### src/rtl/alu_result_fifo_pkg.sv
// alu_result_pkg: shared ALU result record type and width for the result FIFO.
//   alu_result_t : packed {alu[3:0], carry, zero}, RESULT_W bits
package alu_result_pkg;
   localparam int RESULT_W = 6;
   typedef struct packed {
      logic [3:0] alu;
      logic       carry;
      logic       zero;
   } alu_result_t;
endpackage

### src/rtl/alu_result_fifo_mem.sv
// alu_result_fifo_mem: DEPTH x RESULT_W register array, one write port, one combinational read port.
//   clk         : write clock
//   we/waddr/wdata : write port
//   raddr/rdata : asynchronous read port
module alu_result_fifo_mem
   import alu_result_pkg::*;
#(
   parameter int DEPTH = 8
) (
   input  logic                     clk,
   input  logic                     we,
   input  logic [$clog2(DEPTH)-1:0] waddr,
   input  alu_result_t              wdata,
   input  logic [$clog2(DEPTH)-1:0] raddr,
   output alu_result_t              rdata
);
   alu_result_t mem [DEPTH];
   always_ff @(posedge clk)
      if (we) mem[waddr] <= wdata;
   assign rdata = mem[raddr];
endmodule

### src/rtl/alu_result_fifo.sv
// alu_result_fifo: circular FIFO buffering ALU results for a valid/ready consumer.
//   in_valid/in_alu/in_carry/in_zero : result from the ALU (dropped when full and not popping)
//   out_ready                       : consumer takes the head entry
//   clr_overflow                    : clears overflow and drop_cnt
//   out_valid/out_alu/out_carry/out_zero : head entry, zero when empty
//   count/full/empty                : occupancy
//   overflow/drop_cnt               : sticky drop flag and saturating drop counter
module alu_result_fifo
   import alu_result_pkg::*;
#(
   parameter int DEPTH  = 8,
   parameter int DROP_W = 8
) (
   input  logic                   clk,
   input  logic                   reset,
   input  logic                   in_valid,
   input  logic [3:0]             in_alu,
   input  logic                   in_carry,
   input  logic                   in_zero,
   input  logic                   out_ready,
   input  logic                   clr_overflow,
   output logic                   out_valid,
   output logic [3:0]             out_alu,
   output logic                   out_carry,
   output logic                   out_zero,
   output logic [$clog2(DEPTH):0] count,
   output logic                   full,
   output logic                   empty,
   output logic                   overflow,
   output logic [DROP_W-1:0]      drop_cnt
);
   localparam int AW = $clog2(DEPTH);
   localparam int CW = AW + 1;
   logic [AW-1:0] wr_ptr, rd_ptr;
   logic          pop, push, drop;
   alu_result_t   wdata, head;
   assign full      = count == CW'(DEPTH);
   assign empty     = count == '0;
   assign out_valid = !empty;
   assign pop       = !empty && out_ready;
   // a pop frees a slot in the same cycle, so a full FIFO still accepts
   assign push      = in_valid && (!full || pop);
   assign drop      = in_valid && full && !pop;
   assign wdata     = '{alu: in_alu, carry: in_carry, zero: in_zero};
   assign {out_alu, out_carry, out_zero} = empty ? '0 : head;
   alu_result_fifo_mem #(.DEPTH(DEPTH)) u_mem (
      .clk   (clk),
      .we    (push && !reset),
      .waddr (wr_ptr),
      .wdata (wdata),
      .raddr (rd_ptr),
      .rdata (head)
   );
   // pointers wrap naturally because DEPTH is a power of two
   always_ff @(posedge clk) begin
      if (reset) begin
         wr_ptr   <= '0;
         rd_ptr   <= '0;
         count    <= '0;
         overflow <= 1'b0;
         drop_cnt <= '0;
      end else begin
         if (push) wr_ptr <= wr_ptr + 1'b1;
         if (pop) rd_ptr <= rd_ptr + 1'b1;
         count <= count + CW'(push) - CW'(pop);
         // a drop in the same cycle as a clear wins and counts from one
         if (drop) begin
            overflow <= 1'b1;
            drop_cnt <= clr_overflow ? DROP_W'(1) : drop_cnt + DROP_W'(drop_cnt != '1);
         end else if (clr_overflow) begin
            overflow <= 1'b0;
            drop_cnt <= '0;
         end
      end
   end
endmodule

### config.mk
export PLATFORM = sky130hd
export DESIGN_NAME = alu_result_fifo
export DESIGN_NICKNAME = d
export VERILOG_FILES = /design/src/rtl/alu_result_fifo_pkg.sv /design/src/rtl/alu_result_fifo_mem.sv /design/src/rtl/alu_result_fifo.sv
export SDC_FILE = /design/constraint.sdc
export NUM_CORES = 1
export LEC_CHECK = 0
export ABC_AREA = 1
export BUFFER_PORTS_ARGS = -buffer_cell sky130_fd_sc_hd__clkbuf_2
export CAP_MARGIN = 30
export CELL_PAD_IN_SITES_DETAIL_PLACEMENT = 0
export CELL_PAD_IN_SITES_GLOBAL_PLACEMENT = 1
export CORE_MARGIN = 3
export CORE_UTILIZATION = 45
export DETAILED_ROUTE_END_ITERATION = 12
export MAX_ROUTING_LAYER = met4
export PLACE_DENSITY_LB_ADDON = 0.1
export SKIP_LAST_GASP = 1
export SLEW_MARGIN = 40
export SYNTH_ARGS = -nofsm -noshare
export SYNTH_HDL_FRONTEND = slang
export SYNTH_SLANG_ARGS = --single-unit
### constraint.sdc
create_clock -name clk -period 2.4 [get_ports clk]
set_clock_uncertainty 0.1 [all_clocks]
set_input_delay 0.48 -clock clk [delete_from_list [all_inputs] [get_ports clk]]
set_output_delay 0.48 -clock clk [all_outputs]
set_load 0.01 [all_outputs]
==> flow_metrics.env, run 1 <==
export IMPL_rsz0062_at_grt="false"
export IMPL_die_y_um=89.6
export IMPL_setup_violations_final=0
export IMPL_portBuffers=32
export IMPL_leakage_uw=0.00149
export IMPL_place_ws_ns=0.200
export IMPL_clk_latency_ns=0.34
export IMPL_crit_path_start_kind="flip-flop"
export IMPL_first_pass_iters=4
export IMPL_synth_commonest_cells="93 x nor2_1, 48 x edfxtp_1, 35 x o21ai_0"
export IMPL_dieWidth_um=89.6
export IMPL_grtUsageTotal=0.176
export IMPL_ys_types=32
export IMPL_yosys_area_share_simple=0.229
export IMPL_cts_max_path_buffers=2
export IMPL_fmax_mhz=451
export IMPL_relSlewSlack=0.646
export IMPL_end_kind="output pin"
export IMPL_muxShareOfSynthArea=0
export IMPL_initial_core_util=0.479
export IMPL_ir_drop_mv=0.558
export IMPL_ys_flop_type="edfxtp_1"
export IMPL_grt_max_degree=25
export IMPL_routedWlPerCell_um=13.6
export IMPL_cts_max_level=3
export IMPL_core_area_sq_um=6570
export IMPL_ys_seq_area_frac=0.598
export IMPL_min_path_type="in2reg"
export IMPL_cts_tree="yes"
export IMPL_synth_fa_ha_area_frac=0.0421
export IMPL_path_class="reg2out"
export IMPL_die_area_sq_um=8040
export IMPL_synth_area_leader_cell="edfxtp_1"
export IMPL_ys_ff_latch=70
export IMPL_synthesis_area_sq_um=3150
export IMPL_dpl_hpwl_um=4440
export IMPL_ant_nets=0
export IMPL_setup_tns_ns=0
export IMPL_synth_xor_area_share=0.00556
export IMPL_synth_cells=321
export IMPL_antenna_found_initial=0
export IMPL_syn_num_nets=342
export IMPL_crit_fanout=24
export IMPL_cts_hold_buf=0
export IMPL_clkTransAtPathRegs_ns=0.08
export IMPL_synth_area_leaders="edfxtp_1 46%, dfxtp_1 14%, nor2_1 11%"
export IMPL_async_flop_share=0
export IMPL_cts_root_buf="clkbuf_8"
export IMPL_routabilityCongestion=0.746
export IMPL_synth_warnings=0
export IMPL_synth_top_area_frac=0.458
export IMPL_syn_area_per_cell_sq_um=9.81
export IMPL_viasPerCell=4.75
export IMPL_r2r_slack_ns=0.21
export IMPL_cp_required_ns=1.82
export IMPL_synth_compound_area_frac=0.0743
export IMPL_cts_sinks=70
export IMPL_wl_um=6260
export IMPL_first_iter_violations=77
export IMPL_yosysMostFrequentCell="nor2_1"
export IMPL_final_util=0.560
export IMPL_drive_gt1_frac=0.198
export IMPL_finalHoldViolCount=0
export IMPL_rows=29
export IMPL_period_minus_slack_ns=2.22
export IMPL_synth_top_family_by_area="simple AND/OR/NAND/NOR gates"
export IMPL_slew_viol_final=0
export IMPL_drc=0
export IMPL_finalWorstSetupSlack_ns=0.182
export IMPL_grt_pass1_wl_um=10100
export IMPL_powerDensity_nw_per_um2=1040
export IMPL_syn_to_final_growth_pct=16.9
export IMPL_io_pins=33
export IMPL_gr_total_overflow=0
export IMPL_arrival_ns=1.64
export IMPL_grt_pass1_vias=2137
export IMPL_vias=2193
export IMPL_nets=385
export IMPL_fin_crit_sh=0.924
export IMPL_status="completed"
export IMPL_synth_enable_flop_cells=48
export IMPL_antenna_cells=0
export IMPL_worst_slew_pin_slew_ns=0.529
export IMPL_drv_cap=0
export IMPL_cts_made_buffers=9
-- state kept, by name (all words and copies together), names as in the netlist, named ones only --
name	cells
drop_cnt	8
u_mem.mem	48
rd_ptr	3
wr_ptr	3
overflow	1
count	4
-- what timing repair did --
item / in CTS / in global routing
endpoints found under the hold margin: 0 / 0
buffers inserted: 0 / 0
endpoints found under the setup margin: 0 / 4
gates resized for setup: 0 / 3
-- cell usage in the layout (no fill, tap or decap), types with 3 or more instances in the layout --
cell and n:
clkbuf_2 32, nand2_4 3, buf_4 9, bufinv_16 3
nand2_1 32, inv_1 24, clkbuf_8 9, nand3_2 4
nand3_1 15, dfxtp_1 21, ha_1 9, edfxtp_1 48
nor2_1 93, o21ai_0 34, a21oi_1 5
-- cells by family (layout without fill, tap and decap cells) --
family / Yosys count / in the layout
adders and majority gates: 10 / 10
buffers and inverters: 37 / 85
DFF: 70 / 70
AOI/OAI and AO/OA: 44 / 44
and+or+nand+nor: 158 / 158
xor gates and xnor gates: 2 / 2
-- critical path: stages, from the launching register on --
cell and delay (ns):
dfxtp_1 0.34, inv_1 0.06, buf_4 0.24, nor2_1 0.06
o21ai_0 0.20, nor2_1 0.07, nor2_1 0.17, clkbuf_2 0.16
-- path summary, 6_finish.rpt --
check,start,to,cells past startpoint
worst max-delay path,flip-flop,out_zero,7
worst min-delay path,reset,wr_ptr[2],2
worst max register to register,count[2],count[2],12
worst min register to register,overflow,overflow,2
-- power by group --
| group | switching, uW | internal, uW | total (uW) |
|---|---|---|---|
| Clock | 452 | 689 | 1140 |
| Sequential | 79.4 | 1380 | 1460 |
| Combinational | 756 | 454 | 1210 |
| Total | 1290 | 2530 | 3820 |
-- layer usage --
layer | up-vias | wire (um) | global-route usage
met1 | 1002 | 2860 | 0.203
met3 | 7 | 232 | 0.0465
li1 | 1146 | - | -
met5 | - | 0 | -
met2 | 38 | 3110 | 0.300
met4 | 0 | 65 | 0.0568
-- final cells by class --
type / count / area [sq um]
timing repair buffer: 42 / 239
fill: 601 / 2890
clock inverter: 6 / 110
clock buffer: 10 / 128
inverter: 27 / 101
multi-input combinational: 214 / 1100
sequential: 70 / 1880
tap: 93 / 116
-- metrics by stage --
step / hold slack, ns / area (sq um) / total power (uW) / cells
floorplan: 0.348 / 3150 / 2320 / 321
global placement: 0.344 / 3440 / 2700 / 446
detailed placement: 0.345 / 3440 / 2720 / 446
CTS: 0.318 / 3680 / 3860 / 462
global route: 0.320 / 3680 / 4070 / 462
finish: 0.323 / 3680 / 3820 / 462
Power figures use the tool's default switching activity.
==> run 2, diff against run 1 <==
--- a/config.mk
+++ b/config.mk
@@ -11,10 +11,12 @@
 export CELL_PAD_IN_SITES_DETAIL_PLACEMENT = 0
 export CELL_PAD_IN_SITES_GLOBAL_PLACEMENT = 1
 export CORE_MARGIN = 3
-export CORE_UTILIZATION = 45
+export CORE_UTILIZATION = 47
+export CTS_BUF_LIST = sky130_fd_sc_hd__clkbuf_8
 export DETAILED_ROUTE_END_ITERATION = 12
 export MAX_ROUTING_LAYER = met4
 export PLACE_DENSITY_LB_ADDON = 0.1
+export RECOVER_POWER = 50
 export SKIP_LAST_GASP = 1
 export SLEW_MARGIN = 40
 export SYNTH_ARGS = -nofsm -noshare
==> run 2 against run 1 <==
Combinational power about the same. Final cell count fell by 1.9%. Utilization up 1.1 points. Via count grew 3.0%. Non-clock buffer count grew 7. Sequential power about the same. Global-route usage rose by 1.6 points. Fmax is 0.65% higher. Cell area decreased by 0.31%. Largest cell class unchanged.
==> flow_metrics.env, run 2 (synthesis results as in run 1) <==
export IMPL_cts_tree="yes"
export IMPL_layout_common_cells="93 x nor2_1, 48 x edfxtp_1, 35 x o21ai_0"
export IMPL_drv_cap=0
export IMPL_rows=29
export IMPL_antenna_found_initial=0
export IMPL_routabilityCongestion=0.778
export IMPL_relSlewSlack=0.500
export IMPL_swShare=0.341
export IMPL_setup_tns_ns=0
export IMPL_worst_slew_pin_slew_ns=0.748
export IMPL_cts_root_buf="clkbuf_8"
export IMPL_first_iter_violations=155
export IMPL_comb_power_share=0.326
export IMPL_die_area_sq_um=7720
export IMPL_largest_reg_flops=48
export IMPL_cts_max_path_buffers=2
export IMPL_path_class="reg2out"
export IMPL_cp_required_ns=1.82
export IMPL_clkPwrFrac=0.270
export IMPL_dieWidth_um=87.8
export IMPL_layout_commonest_cell="nor2_1"
export IMPL_drc=0
export IMPL_ir_drop_mv=0.749
export IMPL_cts_sinks=70
export IMPL_p_seq_frac=0.404
export IMPL_die_y_um=87.8
export IMPL_rsz0062_at_grt="false"
export IMPL_grt_pass1_wl_um=10600
export IMPL_grtUsageTotal=0.192
export IMPL_antenna_cells=0
export IMPL_nets=392
export IMPL_core_area_sq_um=6420
export IMPL_clk_latency_ns=0.34
export IMPL_fmax_mhz=454
export IMPL_cts_made_buffers=9
export IMPL_final_util=0.571
export IMPL_crit_path_start_kind="flip-flop"
export IMPL_status="completed"
export IMPL_viasPerCell=4.98
export IMPL_slew_viol_final=0
export IMPL_clkTransAtPathRegs_ns=0.07
export IMPL_portBuffers=32
export IMPL_end_kind="output pin"
export IMPL_p_int_uw=2420
export IMPL_io_pins=33
export IMPL_regMostFlops="u_mem.mem"
export IMPL_dpl_hpwl_um=4480
export IMPL_fin_crit_sh=0.918
export IMPL_leakage_uw=0.00146
export IMPL_period_minus_slack_ns=2.20
export IMPL_top_regs="u_mem.mem x48, drop_cnt x8, count x4"
export IMPL_wl_um=6460
export IMPL_vias=2258
export IMPL_powerDensity_nw_per_um2=999
export IMPL_cts_max_level=3
export IMPL_finalHoldViolCount=0
export IMPL_syn_to_final_growth_pct=16.6
export IMPL_gr_total_overflow=0
export IMPL_arrival_ns=1.62
export IMPL_ant_nets=0
export IMPL_setup_violations_final=0
export IMPL_min_path_type="in2reg"
export IMPL_cts_hold_buf=0
export IMPL_initial_core_util=0.490
export IMPL_grt_max_degree=19
export IMPL_routedWlPerCell_um=14.2
export IMPL_crit_fanout=18
export IMPL_drive_gt1_frac=0.173
export IMPL_grt_pass1_vias=2128
export IMPL_switchingPower_uw=1250
export IMPL_first_pass_iters=4
run 2: power groups by stage:
stage / logic (uW) / registers (uW) / clock network (uW)
after floorplan: 849 / 1480 / 0
after global placement: 1200 / 1500 / 0
after detailed placement: 1210 / 1500 / 0
after CTS: 1220 / 1480 / 1010
after global routing: 1370 / 1500 / 1070
final: 1190 / 1480 / 991
run 2: path summary, 6_finish.rpt:
check             from  cells after the start       end  slack, ns
min reg2reg   overflow                      2  overflow       0.37
max          flip-flop                      8  out_zero       0.20
min              reset                      2  count[1]       0.32
max reg2reg   count[2]                     14  count[2]       0.27
run 2: final cells by class:
class / instances / area, sq um
flip-flops and latches: 70 / 1890
repair buffers: 49 / 283
clock buffers: 9 / 124
fillers: 568 / 2750
inverters: 27 / 105
multi-input cells: 214 / 1090
well taps: 77 / 96.3
clock inverters: 7 / 82.6
run 2: critical path: stages, from the launching register on:
cell and delay, ns:
dfxtp_4 0.41, buf_6 0.20, nor2_1 0.07, nor2_1 0.08, o21ai_0 0.08, o21ai_0 0.07
nor2_1 0.05, nor2_1 0.16, clkbuf_2 0.15
run 2: repair_timing:
action / in CTS / in global routing
resized for setup: 2 / 6
endpoints found under the setup margin: 2 / 5
buffers inserted: 0 / 1
pin swaps: 0 / 1
run 2: metrics by stage:
stage / hold WS, ns / power (uW) / std cells / setup WS, ns / instance area, sq um
floorplan: 0.348 / 2320 / 321 / 0.138 / 3150
CTS: 0.312 / 3710 / 452 / 0.0517 / 3690
finish: 0.323 / 3670 / 453 / 0.196 / 3670
global route: 0.335 / 3940 / 453 / 0.00346 / 3670
detailed placement: 0.355 / 2710 / 436 / 0.212 / 3480
global placement: 0.343 / 2700 / 436 / 0.271 / 3480
run 2: layer usage:
metal  up-vias  global-route usage  routed length (um)
met5         -                   -                   0
met4         0              0.0879                  93
met2        44               0.298                3080
met3         9              0.0320                 243
met1      1041               0.248                3040
li1       1164                   -                   -
==> run 3, diff against run 2 <==
--- a/config.mk
+++ b/config.mk
@@ -11,7 +11,7 @@
 export CELL_PAD_IN_SITES_DETAIL_PLACEMENT = 0
 export CELL_PAD_IN_SITES_GLOBAL_PLACEMENT = 1
 export CORE_MARGIN = 3
-export CORE_UTILIZATION = 47
+export CORE_UTILIZATION = 45
 export CTS_BUF_LIST = sky130_fd_sc_hd__clkbuf_8
 export DETAILED_ROUTE_END_ITERATION = 12
 export MAX_ROUTING_LAYER = met4
==> run 3 against run 2 <==
Routed wire length fell by 3.2%. Sequential share of layout area rose by 0.36 points. Clock-buffer cell count did not move. Setup slack got worse by 0.013 ns.
==> flow_metrics.env, run 3 (synthesis results as in run 1) <==
export IMPL_period_minus_slack_ns=2.22
export IMPL_routedWlPerCell_um=13.5
export IMPL_cts_max_level=3
export IMPL_regMostFlops="u_mem.mem"
export IMPL_nets=385
export IMPL_max_stage_delay_ns=0.34
export IMPL_crit_slowest_cell="dfxtp_1"
export IMPL_met2_usage=0.300
export IMPL_drc=0
export IMPL_cts_max_path_buffers=2
export IMPL_cts_tree="yes"
export IMPL_rows=29
export IMPL_end_kind="output pin"
export IMPL_dieWidth_um=89.6
export IMPL_status="completed"
export IMPL_cp_common_cell="nor2_1"
export IMPL_cts_root_buf="clkbuf_8"
export IMPL_powerDensity_nw_per_um2=1040
export IMPL_relSlewSlack=0.532
export IMPL_rr_worst_depth=12
export IMPL_ir_drop_mv=0.557
export IMPL_finalHoldViolCount=0
export IMPL_fillerInstances=614
export IMPL_grt_pass1_vias=2137
export IMPL_first_pass_iters=4
export IMPL_largest_reg_flops=48
export IMPL_multi_input_area_sq_um=1080
export IMPL_core_area_sq_um=6570
export IMPL_r2r_slack_ns=0.20
export IMPL_gr_total_overflow=0
export IMPL_setup_tns_ns=0
export IMPL_hp_start="reset"
export IMPL_die_y_um=89.6
export IMPL_layout_common_cells="94 x nor2_1, 48 x edfxtp_1, 34 x o21ai_0"
export IMPL_cp_required_ns=1.82
export IMPL_critPathTopFamily="buffers and inverters"
export IMPL_portBuffers=32
export IMPL_crit_path_start_kind="flip-flop"
export IMPL_rsz0062_at_grt="false"
export IMPL_arrival_ns=1.64
export IMPL_vias=2201
export IMPL_cp_cell_sequence="inv_1, buf_4, nor2_1, o21ai_0, nor2_1, nor2_1, clkbuf_2"
export IMPL_fmax_mhz=451
export IMPL_antenna_cells=0
export IMPL_clkTransAtPathRegs_ns=0.08
export IMPL_dpl_hpwl_um=4440
export IMPL_path_buf_inv=3
export IMPL_grt_max_degree=25
export IMPL_numPlacedInstances=446
export IMPL_met3_usage=0.0465
export IMPL_drv_cap=0
export IMPL_syn_to_final_growth_pct=15.5
export IMPL_viasPerCell=4.76
export IMPL_cts_made_buffers=9
export IMPL_die_area_sq_um=8040
export IMPL_worst_path_stages=7
export IMPL_grt_busiest_layer="met2"
export IMPL_final_area_sq_um=3640
export IMPL_initial_core_util=0.479
export IMPL_register_area_sq_um=1880
export IMPL_crit_path_end="out_zero"
export IMPL_layout_commonest_cell="nor2_1"
export IMPL_reg2reg_from="count[2]"
export IMPL_drive_gt1_frac=0.144
export IMPL_ant_nets=0
export IMPL_final_cells=462
export IMPL_leakage_uw=0.00142
export IMPL_grtUsageTotal=0.176
export IMPL_cts_setup_buffers=0
export IMPL_min_path_type="in2reg"
export IMPL_clk_latency_ns=0.34
export IMPL_grt_pass1_wl_um=10100
export IMPL_routabilityCongestion=0.746
export IMPL_cts_sinks=70
export IMPL_io_pins=33
export IMPL_crit_fanout=24
export IMPL_wl_um=6250
export IMPL_slew_viol_final=0
export IMPL_first_iter_violations=84
export IMPL_worst_slew_pin_slew_ns=0.700
export IMPL_grtUsageMet1=0.203
export IMPL_path_class="reg2out"
export IMPL_top_regs="u_mem.mem x48, drop_cnt x8, count x4"
export IMPL_setup_violations_final=0
export IMPL_antenna_found_initial=0
export IMPL_post_dp_cell_area_sq_um=3440
export IMPL_fin_crit_sh=0.924
export IMPL_rr_endpoint="count[2]"
## run 3: worst min path at each step
stage,cells after the start,slack [ns],to
after floorplan,1,0.35,flip-flop
after global placement,2,0.34,overflow
after detailed placement,2,0.34,overflow
after CTS,2,0.32,wr_ptr[2]
after global routing,2,0.34,count[1]
final,2,0.32,wr_ptr[2]
## run 3: final cells by class
class,instances,area share
Sequential cell,70,0.518
Multi-Input combinational cell,214,0.298
Timing Repair Buffer,42,0.0595
Clock buffer,9,0.0341
Tap cell,93,0.0320
Clock inverter,7,0.0313
Inverter,27,0.0279
## run 3: report_power, final
group | internal, uW | switching, uW | leakage (uW) | total [uW]
registers | 1380 | 78.8 | 0.000613 | 1460
logic | 442 | 745 | 0.000691 | 1190
clock network | 685 | 453 | 0.000118 | 1140
total | 2510 | 1280 | 0.00142 | 3790
## run 3: worst reg2reg max path, cell delays in order, from the launching register on
cell and delay, ns:
dfxtp_1 0.33, inv_1 0.07, ha_1 0.23, nand2_4 0.11, nand2_8 0.10, nor2_1 0.20, inv_1 0.09, nand2_1 0.08
ha_1 0.15, inv_1 0.05, fa_1 0.38, xor2_1 0.14, nor2_1 0.05
## run 3: stage by stage
stage               setup slack [ns]  utilization  power [uW]  hold WS [ns]
CTS                           0.0609        0.560        3850         0.318
floorplan                      0.138            -        2320         0.348
detailed placement             0.200        0.524        2720         0.345
finish                         0.183        0.554        3790         0.322
global route                  0.0331        0.554        4040         0.336
global placement               0.268        0.524        2700         0.344
## run 3: layer usage
| metal | wire length, um | share of wire |
|---|---|---|
| met4 | 65 | 0.010 |
| met3 | 224 | 0.036 |
| met2 | 3110 | 0.50 |
| met5 | 0 | 0 |
| met1 | 2840 | 0.46 |
## run 3: repair_timing
action	CTS	global route
hold buffers	0	0
endpoints found under the setup margin	0	4
resized for setup	0	3
